### src/rtl/vga_sync_gen.sv
// VGA timing generator: pixel/line counters advanced by a pixel-rate enable,
// with sync, blanking and start pulses registered alongside the counters.
module vga_sync_gen #(
    parameter int H_DISPLAY = 640,
    parameter int H_FRONT   = 16,
    parameter int H_SYNC    = 96,
    parameter int H_BACK    = 48,
    parameter int V_DISPLAY = 480,
    parameter int V_FRONT   = 10,
    parameter int V_SYNC    = 2,
    parameter int V_BACK    = 33
) (
    input  logic       clk,
    input  logic       reset,
    input  logic       pix_en,
    output logic       hsync,
    output logic       vsync,
    output logic       video_on,
    output logic [9:0] x,
    output logic [9:0] y,
    output logic       frame_start,
    output logic       line_start
);
    localparam int H_TOTAL = H_DISPLAY + H_FRONT + H_SYNC + H_BACK;
    localparam int V_TOTAL = V_DISPLAY + V_FRONT + V_SYNC + V_BACK;

    localparam logic [9:0] H_LAST   = 10'(H_TOTAL - 1);
    localparam logic [9:0] V_LAST   = 10'(V_TOTAL - 1);
    localparam logic [9:0] H_ACT    = 10'(H_DISPLAY);
    localparam logic [9:0] V_ACT    = 10'(V_DISPLAY);
    localparam logic [9:0] HS_START = 10'(H_DISPLAY + H_FRONT);
    localparam logic [9:0] HS_END   = 10'(H_DISPLAY + H_FRONT + H_SYNC);
    localparam logic [9:0] VS_START = 10'(V_DISPLAY + V_FRONT);
    localparam logic [9:0] VS_END   = 10'(V_DISPLAY + V_FRONT + V_SYNC);

    logic [9:0] x_q, x_d, y_q, y_d;
    logic       hsync_q, hsync_d, vsync_q, vsync_d, video_on_q, video_on_d;
    logic       frame_start_q, frame_start_d, line_start_q, line_start_d;

    function automatic logic in_window(input logic [9:0] v, input logic [9:0] lo,
                                       input logic [9:0] hi);
        return (v >= lo) && (v < hi);
    endfunction

    // Decode from the next counter values so the registered outputs line up
    // with the registered counters in the same cycle.
    always_comb begin
        x_d           = x_q;
        y_d           = y_q;
        hsync_d       = hsync_q;
        vsync_d       = vsync_q;
        video_on_d    = video_on_q;
        frame_start_d = 1'b0;
        line_start_d  = 1'b0;
        if (pix_en) begin
            if (x_q == H_LAST) begin
                x_d = '0;
                y_d = (y_q == V_LAST) ? '0 : y_q + 10'd1;
            end else begin
                x_d = x_q + 10'd1;
            end
            hsync_d       = !in_window(x_d, HS_START, HS_END);
            vsync_d       = !in_window(y_d, VS_START, VS_END);
            video_on_d    = (x_d < H_ACT) && (y_d < V_ACT);
            line_start_d  = (x_d == '0);
            frame_start_d = (x_d == '0) && (y_d == '0);
        end
    end

    // Reset parks the counters on the last pixel so the first enable lands on (0,0).
    always_ff @(posedge clk or posedge reset) begin
        if (reset) begin
            x_q           <= H_LAST;
            y_q           <= V_LAST;
            hsync_q       <= 1'b1;
            vsync_q       <= 1'b1;
            video_on_q    <= 1'b0;
            frame_start_q <= 1'b0;
            line_start_q  <= 1'b0;
        end else begin
            x_q           <= x_d;
            y_q           <= y_d;
            hsync_q       <= hsync_d;
            vsync_q       <= vsync_d;
            video_on_q    <= video_on_d;
            frame_start_q <= frame_start_d;
            line_start_q  <= line_start_d;
        end
    end

    assign x           = x_q;
    assign y           = y_q;
    assign hsync       = hsync_q;
    assign vsync       = vsync_q;
    assign video_on    = video_on_q;
    assign frame_start = frame_start_q;
    assign line_start  = line_start_q;
endmodule

### config.mk
export PLATFORM = sky130hd
export DESIGN_NAME = vga_sync_gen
export DESIGN_NICKNAME = d
export VERILOG_FILES = /design/src/rtl/vga_sync_gen.sv
export SDC_FILE = /design/constraint.sdc
export NUM_CORES = 1
export LEC_CHECK = 0
export BUFFER_PORTS_ARGS = -buffer_cell sky130_fd_sc_hd__clkbuf_2
export CAP_MARGIN = 10
export CELL_PAD_IN_SITES_DETAIL_PLACEMENT = 1
export CELL_PAD_IN_SITES_GLOBAL_PLACEMENT = 2
export CORE_ASPECT_RATIO = 1.5
export CORE_MARGIN = 2
export CORE_UTILIZATION = 34
export DETAILED_ROUTE_END_ITERATION = 16
export GPL_TIMING_DRIVEN = 1
export PLACE_DENSITY_LB_ADDON = 0.1
export SLEW_MARGIN = 0
export SYNTH_ARGS = -nofsm -noshare
export SYNTH_HDL_FRONTEND = slang
export SYNTH_SLANG_ARGS = --single-unit
### constraint.sdc
create_clock -name clk -period 3 [get_ports clk]
set_input_delay 0.6 -clock clk [delete_from_list [all_inputs] [get_ports clk]]
set_output_delay 0.6 -clock clk [all_outputs]
set_load 0.05 [all_outputs]
-- After elaboration in Yosys (flattened, before gate mapping)
Cells that the tools add are included.
- $add $sub $neg: 2
- magnitude comparators: 6
- eq/ne operators: 2
- multiplexer cells: 7
- reduce and logical (&&, ||, !) cells: 8
- operator list (kind ; number):
    10-bit 2-to-1 mux ; 5
    10-bit by 1-bit adder with 10-bit output (second input constant) ; 2
    10-bit == test (second input constant) ; 2
    10-bit logical NOT ; 2
    10-bit less-than comparator (second input constant) ; 2
    10-bit by 9-bit less-than comparator with 1-bit output (second input constant) ; 2
    10-bit greater-or-equal comparator (second input constant) ; 1
    10-bit by 9-bit greater-or-equal comparator with 1-bit output (second input constant) ; 1
    1-bit logical AND ; 4
    1-bit logical NOT ; 2
    1-bit 2-to-1 mux ; 2
- flip-flop bits (word level): 25
- input bits: 3
- output and inout bits: 25
- word-level logic and storage cells: 32

-- Logic depth before layout (Yosys ltp)
Gate-level depths: netlist of the first run.
- word-level depth: 7
- depth in mapped cells: 9
- mapped depth without buffers: 7

-- Least setup slack after synthesis of the first run
Ideal clock, no wire load.
- kind: reg-to-reg
- start point: reg x_q[0] (netlist: x[0])
- end point: reg vsync_q (netlist: vsync)
- library setup time: 86 ps
- arrival: 2547 ps
- required time: 2914 ps
- setup slack: 366 ps
- stages on the path, launching flop included: 9
- path buffers: 1
- period minus slack after synthesis: 2634 ps
- cell sequence: dfstp_2 > ha_1 > and4_1 > and3_1 > buf_4 > and3_4 > xnor2_1 > or4_1 > o41a_1
- cells in the longest elaborated chain, start to end: 6
- elaborated cells between the ends (all ways): 7
- classes of those cells: order compare: 2; eq/ne: 1; mux: 2; reduce/logical: 2
- RTL lines (item ; line ; source):
    start, declared ; 36 ; logic [9:0] x_q, x_d, y_q, y_d;
    start signal, assigned ; 73 ; x_q <= H_LAST;
    start signal, assigned ; 81 ; x_q <= x_d;
    10-bit == test * ; 56 ; if (x_q == H_LAST) begin
    10-bit 2-to-1 mux * ; 56 ;
    10-bit 2-to-1 mux * ; 55 ; if (pix_en) begin
    10-bit by 9-bit greater-or-equal comparator with 1-bit output or 10-bit by 9-bit less-than comparator with 1-bit output (tied branches) ; 42 ; return (v >= lo) && (v < hi);
    1-bit logical AND * ; 42 ;
    1-bit logical NOT * ; 63 ; vsync_d = !in_window(y_d, VS_START, VS_END);
    end signal, assigned ; 84 ; vsync_q <= vsync_d;
    end, declared ; 37 ; logic hsync_q, hsync_d, vsync_q, vsync_d, video_on_q, video_on_d;
Mark *: on every way between the ends. The rest lies on a longest branch, timed or not. The select of a mux whose other input is x is not followed.
A chain may end at the register's enable or synchronous reset.

-- Worst setup path after layout of the first run
Ends and elaborated chain as after synthesis.

==> impl_summary.md, run 1 <==
Outcome
The run finished with clean final reports.

Critical path
The buffers plus inverters on the worst setup path is 0. The family of cells with the greatest summed delay on the critical path is simple AND/OR/NAND/NOR gates. The element type at the critical path end is a flop. Data on the critical path is required at its endpoint by 3190 ps.

The origin of the critical flop-to-flop path is x[0]. Data on the critical path arrives at its endpoint at 2960 ps. The critical path goes through ha_1 > and4_1 > nand3_2 > o21ai_0 > nand2_1 > or4_1 > o41a_1. For this run, the slowest stage of the critical path takes 600 ps.

The startpoint class of the critical path is a flop. The source of the critical timing path is x[0]. The largest individual stage delay along the critical path comes from the cell dfstp_2.

The type of the worst setup path is flop to flop. Along the worst path, the maximum fanout reaches 8.

Timing
The clock period could shrink to 2770 ps. The final hold violation count is 0. The post-route fraction of the period consumed by the critical path is 0.923. The final setup skew is 3.00 ps. Derived from the worst setup path, the maximum achievable clock frequency is 361 MHz. The setup-violating endpoint count in the final report is 0. In this run the tightest slew margin relative to its limit is 0.325. For the final routed database, the setup TNS stands at 0 ps. Setup repair after global routing left no endpoint under its margin. At the pin with the least slew margin, the transition time is 1010 ps. The final max-slew violation count is 0.

The worst setup margin is 232 ps.

Placed design
At the end of routability-driven placement, the weighted congestion stood at 0.816. The quantity of I/O buffers inserted on ports is 27. The number of placed instances, taps included, is 278. Timing analysis after detailed placement gives a worst setup slack of 261 ps. The placed wire-length estimate is 3.75 mm.

Final layout
Leaving out fill and tap cells, the most frequent cells in the layout are clkbuf_2, nand2_1, o21ai_0, xnor2_1, dfrtp_1. For this run, the number of standard cells in the final layout without fillers is 282. The post-synthesis to final-layout area growth is 12.8%. In the final layout, the share of cells above drive strength 1 is 0.255.

Leaving out fill and tap cells, the most frequent cell in the layout is clkbuf_2. The number of antenna diodes is 0. For this run, the share of the core covered by cells in the final layout is 0.399. The net count reported at finish is 224.

Die
The chip height is 91.0 um. The floorplan has 31 rows. The top-level I/O count is 28. The area of the die is 0.00564 mm^2. The die is 62.0 um wide. The core region is 0.00485 mm^2. The initial utilization of the core area, before any placement, comes to 0.354.

Yosys
Counting flops and latches in the post-synthesis netlist gives 25. The netlist area before placement is 0.00171 mm^2. The proportion of synthesized area in mux cells is 0.0321. The cell type with the highest aggregate area in the netlist is dfrtp_1. Ranked by total cell area, the synthesized netlist is headed by dfrtp_1, dfstp_2, xnor2_1.

In this run the mean area of a mapped cell was 8.79 um^2. After synthesis, the largest family of logic cells by area is simple AND/OR/NAND/NOR gates. The area share of and/or/nand/nor cells after synthesis is 0.269. Counting flops with a built-in enable in the synthesized netlist gives 0. The most used flip-flop cell after synthesis is dfrtp_1.

Of the total synthesized cell area, the portion taken by XOR and XNOR cells is 0.0818. The cell count after synthesis came out at 195. The synthesized netlist net count is 202. The post-synthesis compound-gate area fraction is 0.160.

Of the total synthesized cell area, the portion taken by full adders, half adders and majority gates is 0.0292. The area share of the largest cell type after synthesis is 0.190. After synthesis, the share of flip-flops with an asynchronous set or reset is 1.00. Synthesis instantiated 55 different standard cells from the library. The post-synthesis sequential area ratio is 0.374. For this run, the number of Yosys warnings is 0.

Detailed routing
For this run, design rule violations remaining after detail routing come to 0. The first routing iteration left 52 violations. Using the TritonRoute via totals, the vias-per-cell ratio works out to 5.46. The average wire per standard cell is 17.4 um.

The routed layout has 1,541 vias. The number of search-and-repair iterations in the first detailed-routing pass is 4. After detailed routing, the total wire length is 4.91 mm. The number of routed nets with antenna violations is 0.

Global route
The initial antenna violation count is 0. Entering global routing, the biggest net connects 26 pins. The first-pass GRT wire length is 8.20 mm. Across every metal layer, demand over resource in global routing totals 0.190.

The via count of the first global-routing pass is 1,633. The total grt overflow is 0.

Clocking
The post-CTS setup buffer count is 0. In this run the clock root is driven by a clkbuf_8. After clock tree synthesis, the clock-pin slew on the worst setup and hold paths is 90 ps.

The TritonCTS clock tree is done. The quantity of hold-fixing buffers added after cts is 0. The number of buffers created by CTS is 3. The latest clock arrival within the worst-skew pair is 260 ps.

The tree built by TritonCTS fans out to 25 sinks. In this run, post-CTS repair resized a total of 0 instances. The maximum buffer depth of the clock tree is 2. In this run the number of H-tree levels came out at 1.

Hold path
The worst hold path begins at hsync. The worst min-delay path category is flop to flop.

Power
The largest voltage drop on the vdd net is 0.404 mV. The power density normalized to cell area is 615 mW/mm^2. The static power due to leakage is 0.789 nW.

Run
Max-cap violations in this run came to 0.
layout make-up:
cell class	instances	area, um^2
Clock buffer	4	45.0
Fill cell	591	2920
Inverter	7	26.3
Multi-Input combinational cell	150	981
Sequential cell	25	641
Tap cell	66	82.6
Timing Repair Buffer	30	158
worst reg2reg max path: cells and delay by family (launching register included):
family | cells | cell delay (ps)
and+or+nand+nor | 4 | 1190
DFF | 1 | 600
AOI/OAI and AO/OA | 2 | 690
adders and majority gates | 1 | 230
logic make-up (layout without fill, tap and decap cells):
group,after synthesis,after routing
and+or+nand+nor,84,84
AOI/OAI and AO/OA,41,41
DFF,25,25
buffers and inverters,20,41
xor gates and xnor gates,16,16
muxes,5,5
adders and majority gates,4,4
per-stage QoR:
| stage | area, um^2 | power, mW | hold WS (ps) |
|---|---|---|---|
| after CTS | 1930 | 1.21 | 531 |
| final | 1930 | 1.19 | 527 |
| after floorplan | 1710 | 0.890 | 618 |
| after detailed placement | 1890 | 1.00 | 517 |
| after global routing | 1930 | 1.27 | 550 |
| after global placement | 1890 | 0.986 | 515 |
routing by layer:
layer,global-route usage,vias to the layer above,routed length (um)
met5,0,-,0
li1,-,743,-
met1,0.241,772,1950
met2,0.333,24,2840
met4,0.0443,0,24
met3,0.0171,2,91
registers in the layout, indices dropped and copies added (netlist names):
name         cells
x               10
y               10
frame_start      1
hsync            1
line_start       1
video_on         1
vsync            1
report_power, final:
part	leakage (nW)	total (mW)	internal, mW	switching [mW]
Combinational	0.473	0.479	0.150	0.330
Clock	0.0228	0.200	0.0949	0.105
Sequential	0.292	0.510	0.415	0.0947
Total	0.789	1.19	0.660	0.529
synthesized netlist by cell type, types with 2 or more instances:
| cell type | n |
|---|---|
| nand2_1 | 23 |
| o21ai_0 | 15 |
| dfrtp_1 | 13 |
| xnor2_1 | 13 |
| dfstp_2 | 12 |
| nand3_1 | 12 |
| nor2_1 | 11 |
| inv_1 | 7 |
| nor3_1 | 7 |
| clkbuf_1 | 6 |
| a21oi_1 | 5 |
| and2_1 | 4 |
| and3_1 | 4 |
| and4_1 | 4 |
| ha_1 | 4 |
| mux2_2 | 4 |
| nand4_1 | 4 |
| buf_2 | 3 |
| xor2_1 | 3 |
| a31oi_1 | 2 |
| clkbuf_2 | 2 |
| nor4_1 | 2 |
| o21a_1 | 2 |
| o31ai_1 | 2 |
final timing paths:
kind                            endpoint  slack [ps]  cells after the start
worst max-delay path               vsync         230                      7
worst min-delay path               hsync         530                      1
worst max register to register     vsync         230                      7
worst min register to register     hsync         530                      1
max in group asynchronous           x[7]        1840                      2
min in group asynchronous           y[1]         550                      2
Power figures use the tool's default switching activity.
==> inputs of run 2 (changes only) <==
- CORE_UTILIZATION: 34 -> 35
- CTS_BUF_LIST: default -> sky130_fd_sc_hd__clkbuf_4
==> impl_summary.md, run 2 (synthesized netlist as in run 1, its figures left out) <==
Placed design
The placed wire-length estimate is 3.73 mm. The post-placement cell count is 277. The pre-CTS worst setup slack is 366 ps.

During placement, the flow inserted port buffers numbering 27. The congestion estimate from routability-driven global placement came to 0.817.

Final layout
The top cell types in the final layout, fill and taps aside, are clkbuf_2, nand2_1, o21ai_0, xnor2_1, dfrtp_1. After the flow finishes, the layout carries non-filler instances totaling 281. The number of antenna diodes is 0.

After the last flow step, the layout net total stands at 223. The fraction of the core area covered by cells at the end of the flow is 0.400. The proportion of layout cells with a drive suffix above 1 is 0.256. The library cell used most frequently in the layout, excluding fill and tap cells, is clkbuf_2. The post-synthesis to final-layout area growth is 11.3%.

Critical path
Counting buffers and inverters, the worst setup path is 7 cells deep. Walking the worst path, the cells encountered are ha_1 > and4_1 > nand3_2 > nor2_2 > xnor2_1 > or4_1 > o41a_1. The worst register-to-register path has a setup slack of 370 ps. The delay of the slowest cell on the worst path is 620 ps. The maximum fanout count along the critical path is 8. In this design, the largest share of critical-path delay is due to simple AND/OR/NAND/NOR gates. Data on the critical path arrives at its endpoint at 2900 ps. For the worst flop-to-flop path, the logic depth is 7.

The reg-to-reg critical path endpoint is vsync. The worst setup path is launched from a flop. The origin of the critical flop-to-flop path is x[0]. The endpoint of the worst setup timing path is vsync.

Tracing the worst setup path back leads to its startpoint at x[0]. The number of buffers and inverters on the critical path is 0. The required time reported for the critical path endpoint is 3270 ps. The element type at the critical path end is a flop. The cell with the largest stage delay on the worst path is dfstp_2. The critical path in this run is classified as flop to flop.

Clocking
The clock net in this run drives a total of 25 sinks. The deepest level of the CTS H-tree is 1. In this run, post-CTS repair resized a total of 0 instances. The clock transition at the register clock pins on the worst setup and hold paths after CTS is 150 ps.

The quantity of hold-fixing buffers added after cts is 0. The number of buffers created by CTS is 3. The post-CTS setup buffer count is 0. The clock passes through at most 2 buffers. The TritonCTS clock tree is done.

For the worst-skew pair, the clock arrives at the later sink with an insertion delay of 320 ps. The root buffer selected by CTS is clkbuf_4.

Global route
The overall routing resource usage is 0.190. For this run the aggregate overflow at the end of global routing stands at 0. The initial antenna violation count is 0.

The first-pass GRT wire length is 7.99 mm. Entering global routing, the biggest net connects 22 pins. The via count of the first global-routing pass is 1,595.

Die
The floorplan step defined a die boundary enclosing 0.00548 mm^2. In this run the horizontal extent of the chip is 61.1 um. The floorplan step set the die height to 89.7 um. The initial utilization of the core area, before any placement, comes to 0.359. The top-level I/O count is 28.

The floorplan step defined a core boundary enclosing 0.00477 mm^2. The number of core rows is 31.

Timing
In this run the tightest slew margin relative to its limit is 0.499. The final hold violation count is 0. The worst setup margin is 368 ps.

The final max-slew violation count is 0. Adding up every negative setup slack in the final design gives 0 ps. Of the available clock period, the critical path in the final layout requires 0.877.

The final setup skew is 8.90 ps. The clock period minus worst slack is 2630 ps. Timing would allow up to 380 MHz. Setup repair after global routing left no endpoint under its margin.

The setup-violating endpoint count in the final report is 0. The slew at the pin with the worst max-slew slack is 750 ps.

Detailed routing
The average wire per standard cell is 16.9 um. For this block, the routed nets add up to 4.74 mm of wire. The detailed-route vias per instance is 5.52. After the first detailed-routing iteration, the DRC count stood at 78. The number of routed nets with antenna violations is 0. The number of search-and-repair iterations in the first detailed-routing pass is 4.

The total vias in the final route is 1,551. The total DRC errors in the routed layout is 0.

Power
For this design the ratio of total power to cell area is 595 mW/mm^2. The largest voltage drop on the vdd net is 0.399 mV. The static power due to leakage is 0.778 nW.

Run
The number of max-capacitance violations reported is 0.

Hold path
The worst min-delay path category is primary input to async pin.

Outcome
The run finished with clean final reports.
-- run 2: cell count changes in the layout (fill, tap and decap cells not counted) --
cell / delta
clkbuf_4: +3
buf_4: -1
clkbuf_8: -3
clkbuf_1: -1
clkinv_2: +1
-- run 2: power by group --
group | switching, mW | leakage, nW | total [mW] | internal (mW)
clock network | 0.106 | 0.0177 | 0.156 | 0.0499
registers | 0.115 | 0.292 | 0.530 | 0.415
logic | 0.307 | 0.468 | 0.450 | 0.143
total | 0.528 | 0.778 | 1.14 | 0.608
-- run 2: worst min path at each step --
stage | end | cells past startpoint
after floorplan | frame_start | 1
after global placement | hsync | 1
after detailed placement | hsync | 1
after CTS | line_start | 2
after global routing | line_start | 2
final | line_start | 2
-- run 2: area by class of cell --
type                    instances  area (um^2)
multi-input cells             150          981
well taps                      66         82.6
inverters                       7         26.3
flip-flops and latches         25          641
repair buffers                 29          150
fillers                       597         2860
clock buffers                   3         22.5
clock inverters                 1         5.00
-- run 2: metrics by stage --
stage | hold slack [ps] | area [um^2] | power [mW]
after floorplan | 618 | 1710 | 0.890
after global placement | 514 | 1880 | 0.979
after detailed placement | 524 | 1880 | 0.992
after CTS | 353 | 1910 | 1.16
after global routing | 374 | 1910 | 1.22
final | 357 | 1910 | 1.14
-- run 2: worst reg2reg max path: stages (launching register included) --
cell and delay, ps:
dfstp_2 620, ha_1 230, and4_1 310, nand3_2 180, nor2_2 190, xnor2_1 100
or4_1 550, o41a_1 390
-- run 2: routing by layer --
metal	track usage	wire length [um]	up-vias
li1	-	-	744
met1	0.227	1900	773
met2	0.328	2620	26
met3	0.0129	87	8
met4	0.0851	132	0
met5	0	0	-
